## src/rtl/fwd_pkg.sv

```systemverilog
// fwd_pkg: shared select codes, FSM encoding and register constants for forwarding
package fwd_pkg;
  localparam logic [1:0] SEL_REG   = 2'd0;
  localparam logic [1:0] SEL_EXMEM = 2'd1;
  localparam logic [1:0] SEL_MEMWB = 2'd2;
  localparam logic [4:0] REG_ZERO  = 5'd0;
  typedef enum logic {RUN = 1'b0, LU = 1'b1} state_t;
endpackage

```

## src/rtl/fwd_match.sv

```systemverilog
// fwd_match: compares one ID source against one shadow stage destination
module fwd_match
  import fwd_pkg::*;
(
  input  logic [4:0] src_i,
  input  logic       use_i,
  input  logic [4:0] rw_i,
  input  logic       wr_i,
  output logic       match_o
);
  assign match_o = use_i & wr_i & (rw_i == src_i) & (src_i != REG_ZERO);
endmodule

```

## src/rtl/fwd_hazard_unit.sv

```systemverilog
// fwd_hazard_unit: operand-forwarding selects and load-use stall/bubble control
module fwd_hazard_unit
  import fwd_pkg::*;
#(
  parameter int CNT_W = 16
) (
  input  logic             clk,
  input  logic             rst_n,
  input  logic [4:0]       id_rs,
  input  logic [4:0]       id_rt,
  input  logic             id_use_rs,
  input  logic             id_use_rt,
  input  logic [4:0]       dRw,
  input  logic             dRegWrite,
  input  logic             dMemToReg,
  output logic [1:0]       aluselectA,
  output logic [1:0]       aluselectB,
  output logic             stall,
  output logic             bubble,
  output logic [CNT_W-1:0] stall_cnt,
  output logic [CNT_W-1:0] fwd_cnt
);
  state_t           state_q, state_d;
  logic [4:0]       ex_rw_q, mem_rw_q;
  logic             ex_wr_q, ex_ld_q, mem_wr_q;
  logic [1:0]       sel_a_q, sel_a_d, sel_b_q, sel_b_d;
  logic [CNT_W-1:0] stall_cnt_q, stall_cnt_d, fwd_cnt_q, fwd_cnt_d;
  logic             a_ex, a_mem, b_ex, b_mem, hazard;

  fwd_match u_a_ex  (.src_i(id_rs), .use_i(id_use_rs), .rw_i(ex_rw_q),  .wr_i(ex_wr_q),  .match_o(a_ex));
  fwd_match u_a_mem (.src_i(id_rs), .use_i(id_use_rs), .rw_i(mem_rw_q), .wr_i(mem_wr_q), .match_o(a_mem));
  fwd_match u_b_ex  (.src_i(id_rt), .use_i(id_use_rt), .rw_i(ex_rw_q),  .wr_i(ex_wr_q),  .match_o(b_ex));
  fwd_match u_b_mem (.src_i(id_rt), .use_i(id_use_rt), .rw_i(mem_rw_q), .wr_i(mem_wr_q), .match_o(b_mem));

  assign hazard = ex_ld_q & (a_ex | b_ex);

  // FSM state register
  always_ff @(posedge clk or negedge rst_n) begin
    if (!rst_n) state_q <= RUN;
    else        state_q <= state_d;
  end

  // FSM next state: a load-use always costs exactly one LU cycle
  always_comb begin
    state_d = (state_q == RUN && hazard) ? LU : RUN;
  end

  // FSM outputs: stall and bubble are the same combinational hazard decode
  always_comb begin
    stall  = (state_q == RUN) & hazard;
    bubble = stall;
  end

  // Next selects (youngest producer wins) and saturating counter updates
  always_comb begin
    sel_a_d     = stall ? SEL_REG : a_ex ? SEL_EXMEM : a_mem ? SEL_MEMWB : SEL_REG;
    sel_b_d     = stall ? SEL_REG : b_ex ? SEL_EXMEM : b_mem ? SEL_MEMWB : SEL_REG;
    stall_cnt_d = stall_cnt_q + {{(CNT_W-1){1'b0}}, stall & ~&stall_cnt_q};
    fwd_cnt_d   = fwd_cnt_q + {{(CNT_W-1){1'b0}}, ((sel_a_d != SEL_REG) | (sel_b_d != SEL_REG)) & ~&fwd_cnt_q};
  end

  // Shadow EX/MEM destinations, registered selects and counters
  always_ff @(posedge clk or negedge rst_n) begin
    if (!rst_n) begin
      ex_rw_q     <= REG_ZERO;
      ex_wr_q     <= 1'b0;
      ex_ld_q     <= 1'b0;
      mem_rw_q    <= REG_ZERO;
      mem_wr_q    <= 1'b0;
      sel_a_q     <= SEL_REG;
      sel_b_q     <= SEL_REG;
      stall_cnt_q <= '0;
      fwd_cnt_q   <= '0;
    end else begin
      ex_rw_q     <= dRw;
      ex_wr_q     <= dRegWrite & ~bubble;
      ex_ld_q     <= dMemToReg & ~bubble;
      mem_rw_q    <= ex_rw_q;
      mem_wr_q    <= ex_wr_q;
      sel_a_q     <= sel_a_d;
      sel_b_q     <= sel_b_d;
      stall_cnt_q <= stall_cnt_d;
      fwd_cnt_q   <= fwd_cnt_d;
    end
  end

  assign aluselectA = sel_a_q;
  assign aluselectB = sel_b_q;
  assign stall_cnt  = stall_cnt_q;
  assign fwd_cnt    = fwd_cnt_q;
endmodule

```

## config.mk

```make
export PLATFORM = sky130hd
export DESIGN_NAME = fwd_hazard_unit
export DESIGN_NICKNAME = d
export VERILOG_FILES = /design/src/rtl/fwd_pkg.sv /design/src/rtl/fwd_match.sv /design/src/rtl/fwd_hazard_unit.sv
export SDC_FILE = /design/constraint.sdc
export NUM_CORES = 1
export LEC_CHECK = 0
export BUFFER_PORTS_ARGS = -buffer_cell sky130_fd_sc_hd__clkbuf_2
export CAP_MARGIN = 20
export CORE_MARGIN = 2
export CORE_UTILIZATION = 28
export CTS_CLUSTER_DIAMETER = 100
export DETAILED_ROUTE_END_ITERATION = 10
export GPL_ROUTABILITY_DRIVEN = 0
export PLACE_DENSITY = 0.5
export SLEW_MARGIN = 20
export SYNTH_ARGS = -nofsm -noshare
export SYNTH_HDL_FRONTEND = slang
export SYNTH_HIERARCHICAL = 1
export SYNTH_SLANG_ARGS = --single-unit
```

## constraint.sdc

```tcl
create_clock -name clk -period 2.5 [get_ports clk]
set_clock_uncertainty 0.2 [all_clocks]
set_input_delay 0.5 -clock clk [delete_from_list [all_inputs] [get_ports clk]]
set_output_delay 0.5 -clock clk [all_outputs]
set_load 0.01 [all_outputs]
```

# ---- Word-level counts from Yosys, hierarchy flattened
# Cells that the tools add are included.
dict set report classes {
  addsub 2
  n_mul 0
  n_div 0
  magnitude_cmp 0
  eq_ne 4
  shift 0
  n_mux 7
  bitwise_logic 22
  n_reduce_logical 9
}
# cell count
set ops {}
lappend ops {{$add 16x1->16} 2}
lappend ops {{$reduce_and 16->1} 2}
lappend ops {{$eq 5x5->1} 4}
lappend ops {{$and 1x1->1} 18}
lappend ops {{$mux 2} 6}
lappend ops {{$reduce_bool 5->1} 2}
lappend ops {{$reduce_bool 2->1} 2}
lappend ops {{$logic_not 1->1} 2}
lappend ops {{$not 1->1} 2}
lappend ops {{$or 1x1->1} 2}
lappend ops {{$logic_and 1x1->1} 1}
lappend ops {{$mux 1} 1}
dict set report word_totals {
  reg_bits 50
  latchBits 0
  ramBits 0
  rom_bits 0
  in_bits 21
  output_inout_bits 38
  elab_cells 54
  mem_count 0
}

# ---- Longest topological paths before layout
dict set report logic_depth {
  ltp_word 11
  depth_mapped 11
  ltp_nobuf 11
}

# ---- Cells and area by module
# Netlist, hierarchy kept.
# module n_inst cells_per_inst area_each_um2 seq_area_each_um2
set by_module_without_submodules {}
lappend by_module_without_submodules {fwd_hazard_unit 1 150 1925.6 1251.2}
lappend by_module_without_submodules {fwd_match 4 10 76.3 0.0}

# ---- Worst setup path after synthesis
# No wires, ideal clock.
dict set report synth_timing {
  path_kind {input to register}
  startpoint {input port id_rs[1]}
  endpoint {register stall_cnt_q[12], in the netlist stall_cnt[12]}
  setup_time_ns 0.079
  t_arrival_ns 2.626
  t_required_ns 2.221
  setup_slack_ns -0.405
  cell_stages 11
  path_buffers 0
  path_cell_list {xnor2_1 > o2111ai_1 > nor3b_2 > nor2_1 > nor2_1 > nor2b_1 > ha_1 > ha_1 > nand2_1 > nor4_1 > xor2_1}
}
dict set report synth_via {
  elab_chain_len 8
  elab_cells_between_ends 9
  cone_classes {1 x add/sub; 1 x eq/ne; 6 x bitwise; 1 x reduce/logical}
}
# item line
set synth_lines {}
lappend synth_lines {{from (decl)} fwd_hazard_unit.sv:9} ;# input logic [4:0] id_rs,
lappend synth_lines {{$eq 5x5->1} fwd_match.sv:11} ;# assign match_o = use_i & wr_i & (rw_i == src_i) & (src_i != REG_ZERO);
lappend synth_lines {{$and 1x1->1} fwd_match.sv:11}
lappend synth_lines {{$and 1x1->1 (*)} fwd_match.sv:11}
lappend synth_lines {{net a_ex} fwd_hazard_unit.sv:28} ;# logic a_ex, a_mem, b_ex, b_mem, hazard;
lappend synth_lines {{$or 1x1->1 (*)} fwd_hazard_unit.sv:35} ;# assign hazard = ex_ld_q & (a_ex | b_ex);
lappend synth_lines {{$and 1x1->1 (*)} fwd_hazard_unit.sv:35}
lappend synth_lines {{$and 1x1->1 (*)} fwd_hazard_unit.sv:50} ;# stall = (state_q == RUN) & hazard;
lappend synth_lines {{net bubble} fwd_hazard_unit.sv:19} ;# output logic bubble,
lappend synth_lines {{$and 1x1->1 (*)} fwd_hazard_unit.sv:58} ;# stall_cnt_d = stall_cnt_q + {{(CNT_W-1){1'b0}}, stall & ~&stall_cnt_q};
lappend synth_lines {{$add 16x1->16 (*)} fwd_hazard_unit.sv:58}
lappend synth_lines {{net stall_cnt_d[12]} fwd_hazard_unit.sv:27} ;# logic [CNT_W-1:0] stall_cnt_q, stall_cnt_d, fwd_cnt_q, fwd_cnt_d;
lappend synth_lines {{to (signal assigned)} fwd_hazard_unit.sv:82} ;# stall_cnt_q <= stall_cnt_d;
lappend synth_lines {{to (decl)} fwd_hazard_unit.sv:27}
# The timed path passes the listed nets; every way through them passes the cells marked *.

# ---- Final worst setup path
dict set report layout_timing {
  startpoint {register ex_rw_q[1]}
  endpoint {register fwd_cnt_q[14], in the netlist fwd_cnt[14]}
}
dict set report layout_via {
  elab_chain_len 11
  elab_cells_between_ends 18
  cone_classes {1 x add/sub; 2 x eq/ne; 4 x mux; 9 x bitwise; 2 x reduce/logical}
}
# item line
set layout_lines {}
lappend layout_lines {{from (decl)} fwd_hazard_unit.sv:24} ;# logic [4:0] ex_rw_q, mem_rw_q;
lappend layout_lines {{from (signal assigned)} fwd_hazard_unit.sv:75} ;# ex_rw_q <= dRw;
lappend layout_lines {{$eq 5x5->1 (*)} fwd_match.sv:11}
lappend layout_lines {{$and 1x1->1 (*) (2 in a row)} fwd_match.sv:11}
lappend layout_lines {{net b_ex} fwd_hazard_unit.sv:28}
lappend layout_lines {{$or 1x1->1} fwd_hazard_unit.sv:35}
lappend layout_lines {{$and 1x1->1} fwd_hazard_unit.sv:35}
lappend layout_lines {{$and 1x1->1} fwd_hazard_unit.sv:50}
lappend layout_lines {{$mux 2 (on tied branches)} {fwd_hazard_unit.sv:56, fwd_hazard_unit.sv:57}}
lappend layout_lines {{$reduce_bool 2->1} fwd_hazard_unit.sv:59} ;# fwd_cnt_d = fwd_cnt_q + {{(CNT_W-1){1'b0}}, ((sel_a_d != SEL_REG) | (sel_b_d != SEL_REG)) & ~&fwd_cnt_q};
lappend layout_lines {{$or 1x1->1 (*)} fwd_hazard_unit.sv:59}
lappend layout_lines {{$and 1x1->1 (*)} fwd_hazard_unit.sv:59}
lappend layout_lines {{$add 16x1->16 (*)} fwd_hazard_unit.sv:59}
lappend layout_lines {{net fwd_cnt_d[14]} fwd_hazard_unit.sv:27}
lappend layout_lines {{to (signal assigned)} fwd_hazard_unit.sv:83} ;# fwd_cnt_q <= fwd_cnt_d;
lappend layout_lines {{to (decl)} fwd_hazard_unit.sv:27}
# Marks and branches as above.

==> impl_metrics.json <==
{
  "synth_cells": 190,
  "finalCritPeriodShare_pct": 105,
  "num-nets-final": 304,
  "initial_core_util_pct": 28.9,
  "overflow": 0,
  "drive_gt1_share_pct": 49.6,
  "die_x_microns": 93.3,
  "areaGrowthSynthToFinish_pct": 49.9,
  "path_max_fanout": 6,
  "post_drt_wl_per_cell_microns": 13.7,
  "cts-buffers-inserted": 5,
  "boundaryPins": 59,
  "drc": 0,
  "vias_per_cell": 4.59,
  "fillers": 726,
  "antenna_found_initial": 0,
  "drv_slew": 0,
  "yosysTopAreaCell": "dfrtp_1",
  "dr.pass1.iters": 4,
  "seq_area_frac_synth_pct": 56.1,
  "synth.top_cell.area_share_pct": 56.1,
  "regArea_sq_um": 1250,
  "htree_levels": 2,
  "rows": 32,
  "grt_start_max_net_pins": 51,
  "ys.flop_type": "dfrtp_1",
  "yosysUniqueCellTypes": 22,
  "start_kind": "register",
  "synth-simple-area-share_pct": 20.6,
  "synth_warnings": 6,
  "irDropWorstVdd_mv": 0.203,
  "syn_nets": 215,
  "fin_util_pct": 43.3,
  "syn-mean-instance-area_sq_um": 11.7,
  "hpwl_microns": 3700,
  "max_freq_mhz": 382,
  "drt-initial-drc-count": 55,
  "muxShareOfSynthArea_pct": 0,
  "maxSlewHeadroom_pct": 57.4,
  "tritoncts": "done",
  "drv_cap": 0,
  "grt_pass1_vias": 1809,
  "drt-total-wl_microns": 5240,
  "yosys-top-cells-area": "dfrtp_1 (56%), xnor2_1 (8.6%), xor2_1 (8.6%)",
  "violations": "negative setup slack",
  "post-place-ws_ns": -0.279,
  "floorplan.core_area_sq_um": 7730,
  "synth_top_family_by_area": "simple AND/OR/NAND/NOR gates",
  "status": "finished with violations",
  "rsz0062_at_grt": "true",
  "root_buffer": "clkbuf_8",
  "worstPathRequired_ns": 2.52,
  "powerDensity_nw_per_um2": 502,
  "cp-end-kind": "register",
  "crit_arrival_ns": 2.63,
  "min_path_type": "in2async",
  "grt_pass1_wl_microns": 8940,
  "tightest_slew_ns": 0.639,
  "path_class": "reg2reg",
  "io_buffers": 58,
  "synth_compound_area_share_pct": 2.47,
  "die-height_microns": 93.3,
  "period_minus_slack_ns": 2.62,
  "final_antenna_net_count": 0,
  "leakagePower_nw": 1.73,
  "final_common_cell": "clkbuf_2",
  "ys_async_sr_fraction_pct": 100,
  "clkSlewWorstSetupHoldPaths_ns": 0.09,
  "synth_edf_count": 0,
  "synth_xor_xnor_area_share_pct": 17.3,
  "syn-cell-area_sq_um": 2230,
  "ys_ff_latch": 50,
  "setup_violations": 15,
  "hold_viol_final": 0,
  "clk_latency_ns": 0.30,
  "track_usage_pct": 13.2,
  "most-common-layout-cells": "clkbuf_2 (56), dfrtp_1 (47), xor2_1 (22)",
  "vias": 1755,
  "clock_path_buffers": 2,
  "fp.dieArea_sq_um": 8700,
  "clock-sinks": 50,
  "worst_slack_ns": -0.116,
  "antennaDiodeCount": 0,
  "multi_input_area_sq_um": 1320,
  "tns_ns": -0.807,
  "synthAdderAreaFrac_pct": 2.24
}
[worst max-delay path: stages (launching register included)]
cell and delay (ns):
dfrtp_2 0.46, nor4_1 0.31, o21ai_1 0.09, nor3b_4 0.17
nor2_2 0.15, nor2_4 0.07, nor3_2 0.11, ha_2 0.23
ha_4 0.15, nand3_4 0.13, nor4_4 0.29, xor2_1 0.16
[synthesized netlist by cell type, drive strengths merged (6+ instances only)]
cell type and number:
nor4 14, inv 6, xor2 22, dfrtp 50
nor3b 6, nand4 12, nor2 7, nand2 9
nand3 12, xnor2 22, nor3 9
[cell families (layout without fill, tap and decap cells)]
group / count (synthesis) / after routing
and+or+nand+nor: 77 / 77
DFF: 50 / 50
xor gates and xnor gates: 44 / 44
AOI/OAI and AO/OA: 8 / 8
buffers and inverters: 7 / 97
adders and majority gates: 4 / 4
[per-layer routing]
metal  global-route usage (%)  part of all wire (%)  up-vias
li1                         -                     -      850
met1                     18.2                    46      864
met2                     20.6                    49       37
met3                     2.74                   3.2        4
met4                     4.41                   1.2        0
met5                        0                     0        -
[timing repair]
item	4_1_cts	5_1_grt
hold buffers	0	0
buffers inserted	6	3
resized for setup	32	28
pin swaps	17	10
endpoints found under the setup margin	25	29
[registers in the layout, indices dropped and copies added (netlist names)]
signal,cells
mem_rw_q,5
ex_wr_q,1
ex_ld_q,1
stall_cnt,16
ex_rw_q,5
mem_wr_q,1
state_q,1
fwd_cnt,16
aluselectB,2
aluselectA,2
[where the power goes]
part	internal (mW)	leakage, nW	switching (mW)
Clock	0.300	0.0524	0.260
Sequential	0.854	0.655	0.0824
Combinational	0.0906	1.02	0.0904
[final timing paths]
path | startpoint | to | slack (ns) | cells after the start
max in group asynchronous | rst_n | ex_rw_q[1] | 1.56 | 2
hold reg to reg | ex_wr_q | mem_wr_q | 0.26 | 0
setup / recovery | ex_rw_q[1] | fwd_cnt[14] | -0.12 | 11
hold / removal | rst_n | ex_rw_q[2] | 0.1 | 2
setup reg to reg | ex_rw_q[1] | fwd_cnt[14] | -0.12 | 11
min in group clk | dRw[4] | ex_rw_q[4] | 0.10 | 1
[layout make-up]
class | instances | area share (%)
well taps | 102 | 3.82
inverters | 6 | 0.674
multi-input cells | 133 | 39.4
flip-flops and latches | 50 | 37.5
repair buffers | 83 | 15.3
clock buffers | 7 | 2.28
clock inverters | 1 | 0.898
[per-stage QoR]
stage               total power, mW  hold WS (ns)  instance area (sq um)  cells
floorplan                     0.996       0.00441                   2310    190
CTS                            1.70        0.0892                   3180    380
detailed placement             1.11         0.235                   2850    366
global placement               1.10         0.223                   2850    366
finish                         1.68        0.0954                   3340    382
global route                   1.78        0.0825                   3340    382
Power figures use the tool's default switching activity.
